File: src/rtl/fib_seq_source_pkg.sv
// Shared constants for the Fibonacci sequence source: default widths and FSM state encoding.
package fib_seq_source_pkg;

  localparam int unsigned FIB_WIDTH = 6;
  localparam int unsigned FIB_CNT_W = 5;
  localparam int unsigned STATE_W   = 2;

  localparam logic [STATE_W-1:0] ST_IDLE = 2'd0;
  localparam logic [STATE_W-1:0] ST_EMIT = 2'd1;
  localparam logic [STATE_W-1:0] ST_DONE = 2'd2;

endpackage

File: src/rtl/fib_step_adder.sv
// One Fibonacci step: WIDTH-bit a+b, wrapped sum plus carry-out flagging the wrap.
module fib_step_adder
  import fib_seq_source_pkg::*;
#(
  parameter int unsigned WIDTH = FIB_WIDTH
) (
  input  logic [WIDTH-1:0] a,
  input  logic [WIDTH-1:0] b,
  output logic [WIDTH-1:0] sum_c,
  output logic             carry_c
);

  assign {carry_c, sum_c} = (WIDTH+1)'(a) + (WIDTH+1)'(b);

endmodule

File: src/rtl/fib_seq_source.sv
// Emits t[k+2] = t[k] + t[k+1] (mod 2^WIDTH), one term per out_en/out_ready handshake.
module fib_seq_source
  import fib_seq_source_pkg::*;
#(
  parameter int unsigned WIDTH = FIB_WIDTH,
  parameter int unsigned CNT_W = FIB_CNT_W
) (
  input  logic             clk,
  input  logic             rst,
  input  logic             start,
  input  logic [WIDTH-1:0] f0,
  input  logic [WIDTH-1:0] f1,
  input  logic [CNT_W-1:0] n_terms,
  output logic [WIDTH-1:0] out_data,
  output logic             out_en,
  input  logic             out_ready,
  output logic             busy,
  output logic             done,
  output logic             ovf
);

  logic [STATE_W-1:0] state;
  logic [STATE_W-1:0] state_nxt;
  logic [WIDTH-1:0]   a;
  logic [WIDTH-1:0]   b;
  logic [CNT_W-1:0]   cnt;
  logic               ovf_q;
  logic [WIDTH-1:0]   step_sum;
  logic               step_carry;
  logic               load;
  logic               accept;

  assign load   = (state == ST_IDLE) && start;
  assign accept = (state == ST_EMIT) && out_ready;

  fib_step_adder #(.WIDTH(WIDTH)) u_step (
    .a       (a),
    .b       (b),
    .sum_c   (step_sum),
    .carry_c (step_carry)
  );

  // State register
  always_ff @(posedge clk) begin
    if (rst) begin
      state <= ST_IDLE;
    end else begin
      state <= state_nxt;
    end
  end

  // Next-state logic; a zero-length run skips EMIT so cnt never underflows
  always_comb begin
    state_nxt = state;
    case (state)
      ST_IDLE: begin
        if (start) begin
          state_nxt = (n_terms != '0) ? ST_EMIT : ST_DONE;
        end
      end
      ST_EMIT: begin
        if (out_ready && (cnt == CNT_W'(1))) begin
          state_nxt = ST_DONE;
        end
      end
      ST_DONE: state_nxt = ST_IDLE;
      default: state_nxt = ST_IDLE;
    endcase
  end

  // Term registers; ovf tracks every computed sum, emitted or not
  always_ff @(posedge clk) begin
    if (rst) begin
      a     <= '0;
      b     <= '0;
      cnt   <= '0;
      ovf_q <= 1'b0;
    end else if (load) begin
      a     <= f0;
      b     <= f1;
      cnt   <= n_terms;
      ovf_q <= 1'b0;
    end else if (accept) begin
      a     <= b;
      b     <= step_sum;
      cnt   <= cnt - CNT_W'(1);
      ovf_q <= ovf_q | step_carry;
    end
  end

  assign out_data = a;
  assign out_en   = (state == ST_EMIT);
  assign busy     = (state == ST_EMIT);
  assign done     = (state == ST_DONE);
  assign ovf      = ovf_q;

endmodule

File: config.mk
export PLATFORM = sky130hd
export DESIGN_NAME = fib_seq_source
export DESIGN_NICKNAME = d
export VERILOG_FILES = /design/src/rtl/fib_seq_source_pkg.sv /design/src/rtl/fib_step_adder.sv /design/src/rtl/fib_seq_source.sv
export SDC_FILE = /design/constraint.sdc
export NUM_CORES = 1
export LEC_CHECK = 0
export ABC_AREA = 1
export CORE_MARGIN = 2
export CORE_UTILIZATION = 45
export DETAILED_ROUTE_END_ITERATION = 10
export HOLD_SLACK_MARGIN = 0.05
export PLACE_DENSITY = 0.74
export SLEW_MARGIN = 20
export SYNTH_ARGS = -nofsm -noshare
export SYNTH_HDL_FRONTEND = slang
export SYNTH_SLANG_ARGS = --single-unit
File: constraint.sdc
create_clock -name clk -period 1.8 [get_ports clk]
set_input_delay 0.27 -clock clk [delete_from_list [all_inputs] [get_ports clk]]
set_output_delay 0.27 -clock clk [all_outputs]
set_load 0.005 [all_outputs]
After elaboration in Yosys (flattened, before gate mapping). Cells that the tools add are included.

Register bits after elaboration: 20. Bits of input ports: 21. Output and inout port bits: 10. Logic and storage cells: 31.

$add $sub $neg: 2. Eq/ne operators: 5. Mux-type cells: 10. Bitwise operators: 1. Reductions and logical operators: 8.

Operator list (count): two-way mux 6 bit (4); two-way mux 5 bit (2); adder 6 x 6 -> 7 bit (1); two-way mux 2 bit (3); == test 5 x 1 -> 1 bit, second input constant (1); nonzero test 5 bit (1); subtractor 5 x 1 -> 5 bit, second input constant (1); one-hot mux 2 bit (2 select lines) (1); logical AND 1 bit (3); == test 2 x 1 -> 1 bit, second input constant (1); == test 2 bit, second input constant (1); zero test 2 bit (1); != test 2 x 1 -> 1 bit, second input constant (1); != test 2 bit, second input constant (1); AND reduction 2 bit (1); nonzero test 2 bit (1); OR reduction 2 bit (1); bitwise OR 1 bit (1).

Longest topological paths before layout.
Depth in word-level cells: 4. Gate-level depth with buffers: 9. Depth with buffers taken out: 9.

By module. Synthesis repeated with hierarchy kept, for this count alone.

Cell total of the unflattened synthesis: 210. Area total of the unflattened synthesis: 1356.3 um^2.

By module, submodules not included: fib_seq_source (times used 1, cells an instance 174, area each 1121.1 um^2, seq. area each 400.4 um^2); fib_step_adder (times used 1, cells an instance 36, area each 235.2 um^2, seq. area each 0.0 um^2).

Least setup slack after synthesis. OpenSTA, ideal clock, no wires.

Path type: reg-to-reg. Start: reg a[0], in the netlist out_data[0]. End: reg b[4]. Library setup time: 0.133 ns. Arrival: 1.309 ns. Data required time: 1.667 ns. Setup slack: 0.359 ns. Cell stages (with the launch flop): 10. Path buffers: 0. Clock period less this slack: 1.441 ns. Cell sequence: dfxtp_1 ha_1 inv_1 fa_1 inv_1 nand3_1 nand2_1 nand2_1 nand3_1 a31oi_1.

Longest elaborated chain between the ends: 3.

Ends and longest elaborated chain: start, declared (RTL line fib_seq_source.sv:24) `logic [WIDTH-1:0] a;`; start signal, assigned (RTL line fib_seq_source.sv:74) `a <= '0;`; start signal, assigned (RTL line fib_seq_source.sv:79) `a <= f0;`; start signal, assigned (RTL line fib_seq_source.sv:84) `a <= b;`; adder 6 x 6 -> 7 bit (RTL line fib_step_adder.sv:13) `assign {carry_c, sum_c} = (WIDTH+1)'(a) + (WIDTH+1)'(b);`; two-way mux 6 bit (RTL line fib_seq_source.sv:83) `end else if (accept) begin`; two-way mux 6 bit (RTL line fib_seq_source.sv:78) `end else if (load) begin`; end signal, assigned (RTL line fib_seq_source.sv:85) `b <= step_sum;`; end, declared (RTL line fib_seq_source.sv:25) `logic [WIDTH-1:0] b;`.

Every way passes these cells. The select of a mux whose other input is x is not followed. A chain may end at the register's enable or synchronous reset.

Worst setup path in the final report.
Start: reg state[0]. End: out busy.

Longest elaborated chain between the ends: 1.

Ends and longest elaborated chain: start, declared (RTL line fib_seq_source.sv:22) `logic [STATE_W-1:0] state;`; start signal, assigned (RTL line fib_seq_source.sv:48) `state <= state_nxt;`; == test 2 x 1 -> 1 bit (RTL line fib_seq_source.sv:93) `assign busy = (state == ST_EMIT);`; end, declared (RTL line fib_seq_source.sv:17) `output logic busy,`.

Every way passes these cells.

==> impl_metrics.env <==
export IMPL_status="completed"
export IMPL_cts_resized=0
export IMPL_cts_tree="done"
export IMPL_max_slew_margin=0.784
export IMPL_wire_per_inst_um=12.4
export IMPL_avgViaCountPerCell=5.28
export IMPL_drtIter0Drc=48
export IMPL_synthArstFlopShare=0
export IMPL_min_delay_path_class="flop to flop"
export IMPL_drive_gt1_frac=0.0773
export IMPL_power_frac_clock=0.227
export IMPL_fin_crit_sh=0.944
export IMPL_grt_setup_unrepaired="no"
export IMPL_final_util=0.584
export IMPL_cp_max_fo=4
export IMPL_synth_area_sq_mm=0.00127
export IMPL_grt_pass1_vias=1227
export IMPL_p_leak_nw=0.675
export IMPL_dieArea_sq_mm=0.00326
export IMPL_syn_to_final_growth_pct=24.7
export IMPL_fin_setup_tns_ns=0
export IMPL_fin_cells=238
export IMPL_final_cell_mix="55 x nand2_1, 30 x clkdlybuf4s50_1, 20 x inv_1, 20 x dfxtp_1, 11 x nand3_1"
export IMPL_antenna_cells=0
export IMPL_place_gp_congestion=0.837
export IMPL_synth_top_area_frac=0.315
export IMPL_grt_pass1_wl_um=5110
export IMPL_dr_total_vias=1256
export IMPL_power_density_mw_per_mm2=732
export IMPL_grt_overflow=0
export IMPL_root_buffer="clkbuf_4"
export IMPL_final_setup_viol_count=0
export IMPL_worst_slew_pin_slew_ns=0.323
export IMPL_hold_viol=0
export IMPL_portBuffers=30
export IMPL_skew_ns=0.00633
export IMPL_max_freq_ghz=0.589
export IMPL_yosysSeqAreaShare=0.315
export IMPL_p_comb_frac=0.322
export IMPL_synthTopCellsByArea="dfxtp_1 32%, nand2_1 16%, ha_1 7.9%"
export IMPL_die_x_um=57.1
export IMPL_required_ns=1.53
export IMPL_ys_seq_elements=20
export IMPL_final_common_cell="nand2_1"
export IMPL_dr_pass1_iters=4
export IMPL_coreArea_sq_mm=0.00271
export IMPL_seqPwrFrac=0.452
export IMPL_drc_errors=0
export IMPL_swShare=0.323
export IMPL_ir_worst_vdd_mv=0.644
export IMPL_cts_buffers_inserted=3
export IMPL_post_route_min_period_ns=1.70
export IMPL_worstSkewPairLatency_ns=0.30
export IMPL_clk_pin_slew_ns=0.11
export IMPL_clockBufferDepth=2
export IMPL_cts_sinks=20
export IMPL_place_area_sq_mm=0.00155
export IMPL_synthCells=179
export IMPL_slew_viol_final=0
export IMPL_grt_total_usage=0.198
export IMPL_pre_cts_slack_ns=0.144
export IMPL_yosys_warnings=0
export IMPL_synth_cell_types=28
export IMPL_synth_top_area_cell="dfxtp_1"
export IMPL_rows=19
export IMPL_synth_ff_type="dfxtp_1"
export IMPL_worstPathArrival_ns=1.43
export IMPL_dp_hpwl_um=2360
export IMPL_num_nets_final=238
export IMPL_start_util=0.469
export IMPL_hold_buffers=0
export IMPL_h_tree_depth=1
export IMPL_critPathCaptureType="primary output"
export IMPL_stdcell_area_sq_mm=0.00158
export IMPL_synth_edf_count=0
export IMPL_start_kind="flop"
export IMPL_io_pins=31
export IMPL_p_sw_mw=0.375
export IMPL_crit_type="flop to primary output"
export IMPL_syn_area_per_cell_sq_um=7.09
export IMPL_cts_setup_buffers=0
export IMPL_max_cap_viol_count=0
export IMPL_wl_um=2950
export IMPL_ant_nets=0
export IMPL_grt_max_degree=17
export IMPL_p_int_mw=0.784
export IMPL_synth_net_count=209
export IMPL_die_h_um=57.1
export IMPL_place_inst=234
export IMPL_antenna_found_initial=0
export IMPL_layout_setup_ws_ns=0.101
[cell type report]
class / instances / area (sq um)
clock buffer: 4 / 36.3
fill: 272 / 1130
inverter: 24 / 97.6
multi-input combinational: 128 / 703
sequential: 20 / 400
tap: 31 / 38.8
timing repair buffer: 31 / 308
[cells in the mapped netlist (2+ instances only)]
cell type / n
nand2_1: 55
nand3_1: 11
nor2_2: 2
ha_1: 8
clkbuf_1: 2
xnor2_1: 4
dfxtp_1: 20
inv_2: 3
nand2_4: 2
nor2_1: 6
a21oi_1: 10
nor3_1: 2
o21ai_0: 9
inv_1: 20
a31oi_1: 10
buf_6: 3
[power groups by stage]
stage	Combinational, mW	Clock (mW)	Sequential (mW)
6_report	0.373	0.263	0.524
5_1_grt	0.421	0.283	0.531
4_1_cts	0.374	0.268	0.523
3_5_place_dp	0.372	0	0.533
3_3_place_gp	0.357	0	0.531
2_1_floorplan	0.266	0	0.526
[layer usage]
layer  track usage  up-vias  part of all wire
li1              -      636                 -
met1         0.237      589              0.46
met2         0.351       24              0.49
met3        0.0227        7             0.028
met4        0.0930        0             0.021
met5             0        -                 0
[worst paths after layout]
check	from	endpoint	slack, ns	cells after the start
max	state[0]$_SDFFE_PP0P_	busy	0.10	3
max reg2reg	out_data[0]$_SDFFE_PP0P_	b[4]$_SDFFE_PP0P_	0.20	8
min	ovf$_SDFFE_PP0P_	ovf$_SDFFE_PP0P_	0.46	2
min reg2reg	ovf$_SDFFE_PP0P_	ovf$_SDFFE_PP0P_	0.46	2
[registers in the layout, indices dropped and copies added, names as in the netlist]
name,count
state,2
ovf,1
cnt,5
b,6
out_data,6
[metrics by stage]
stage               hold WS, ns  power, mW
CTS                       0.461       1.16
detailed placement        0.449      0.905
finish                    0.457       1.16
global route              0.483       1.23
floorplan                 0.409      0.791
global placement          0.442      0.888
[cells by family after synthesis]
| group | Yosys count | share of synthesized area |
|---|---|---|
| and+or+nand+nor | 83 | 0.290 |
| AOI/OAI and AO/OA | 32 | 0.142 |
| buffers and inverters | 31 | 0.131 |
| DFF | 20 | 0.315 |
| adders and majority gates | 9 | 0.0946 |
| xor gates and xnor gates | 4 | 0.0276 |
[critical path, stage by stage, from the launching register on]
cell and delay, ns:
dfxtp_1 0.40, inv_2 0.07, nor2_4 0.13, clkdlybuf4s50_1 0.53
(Power assumes the default switching activity.)
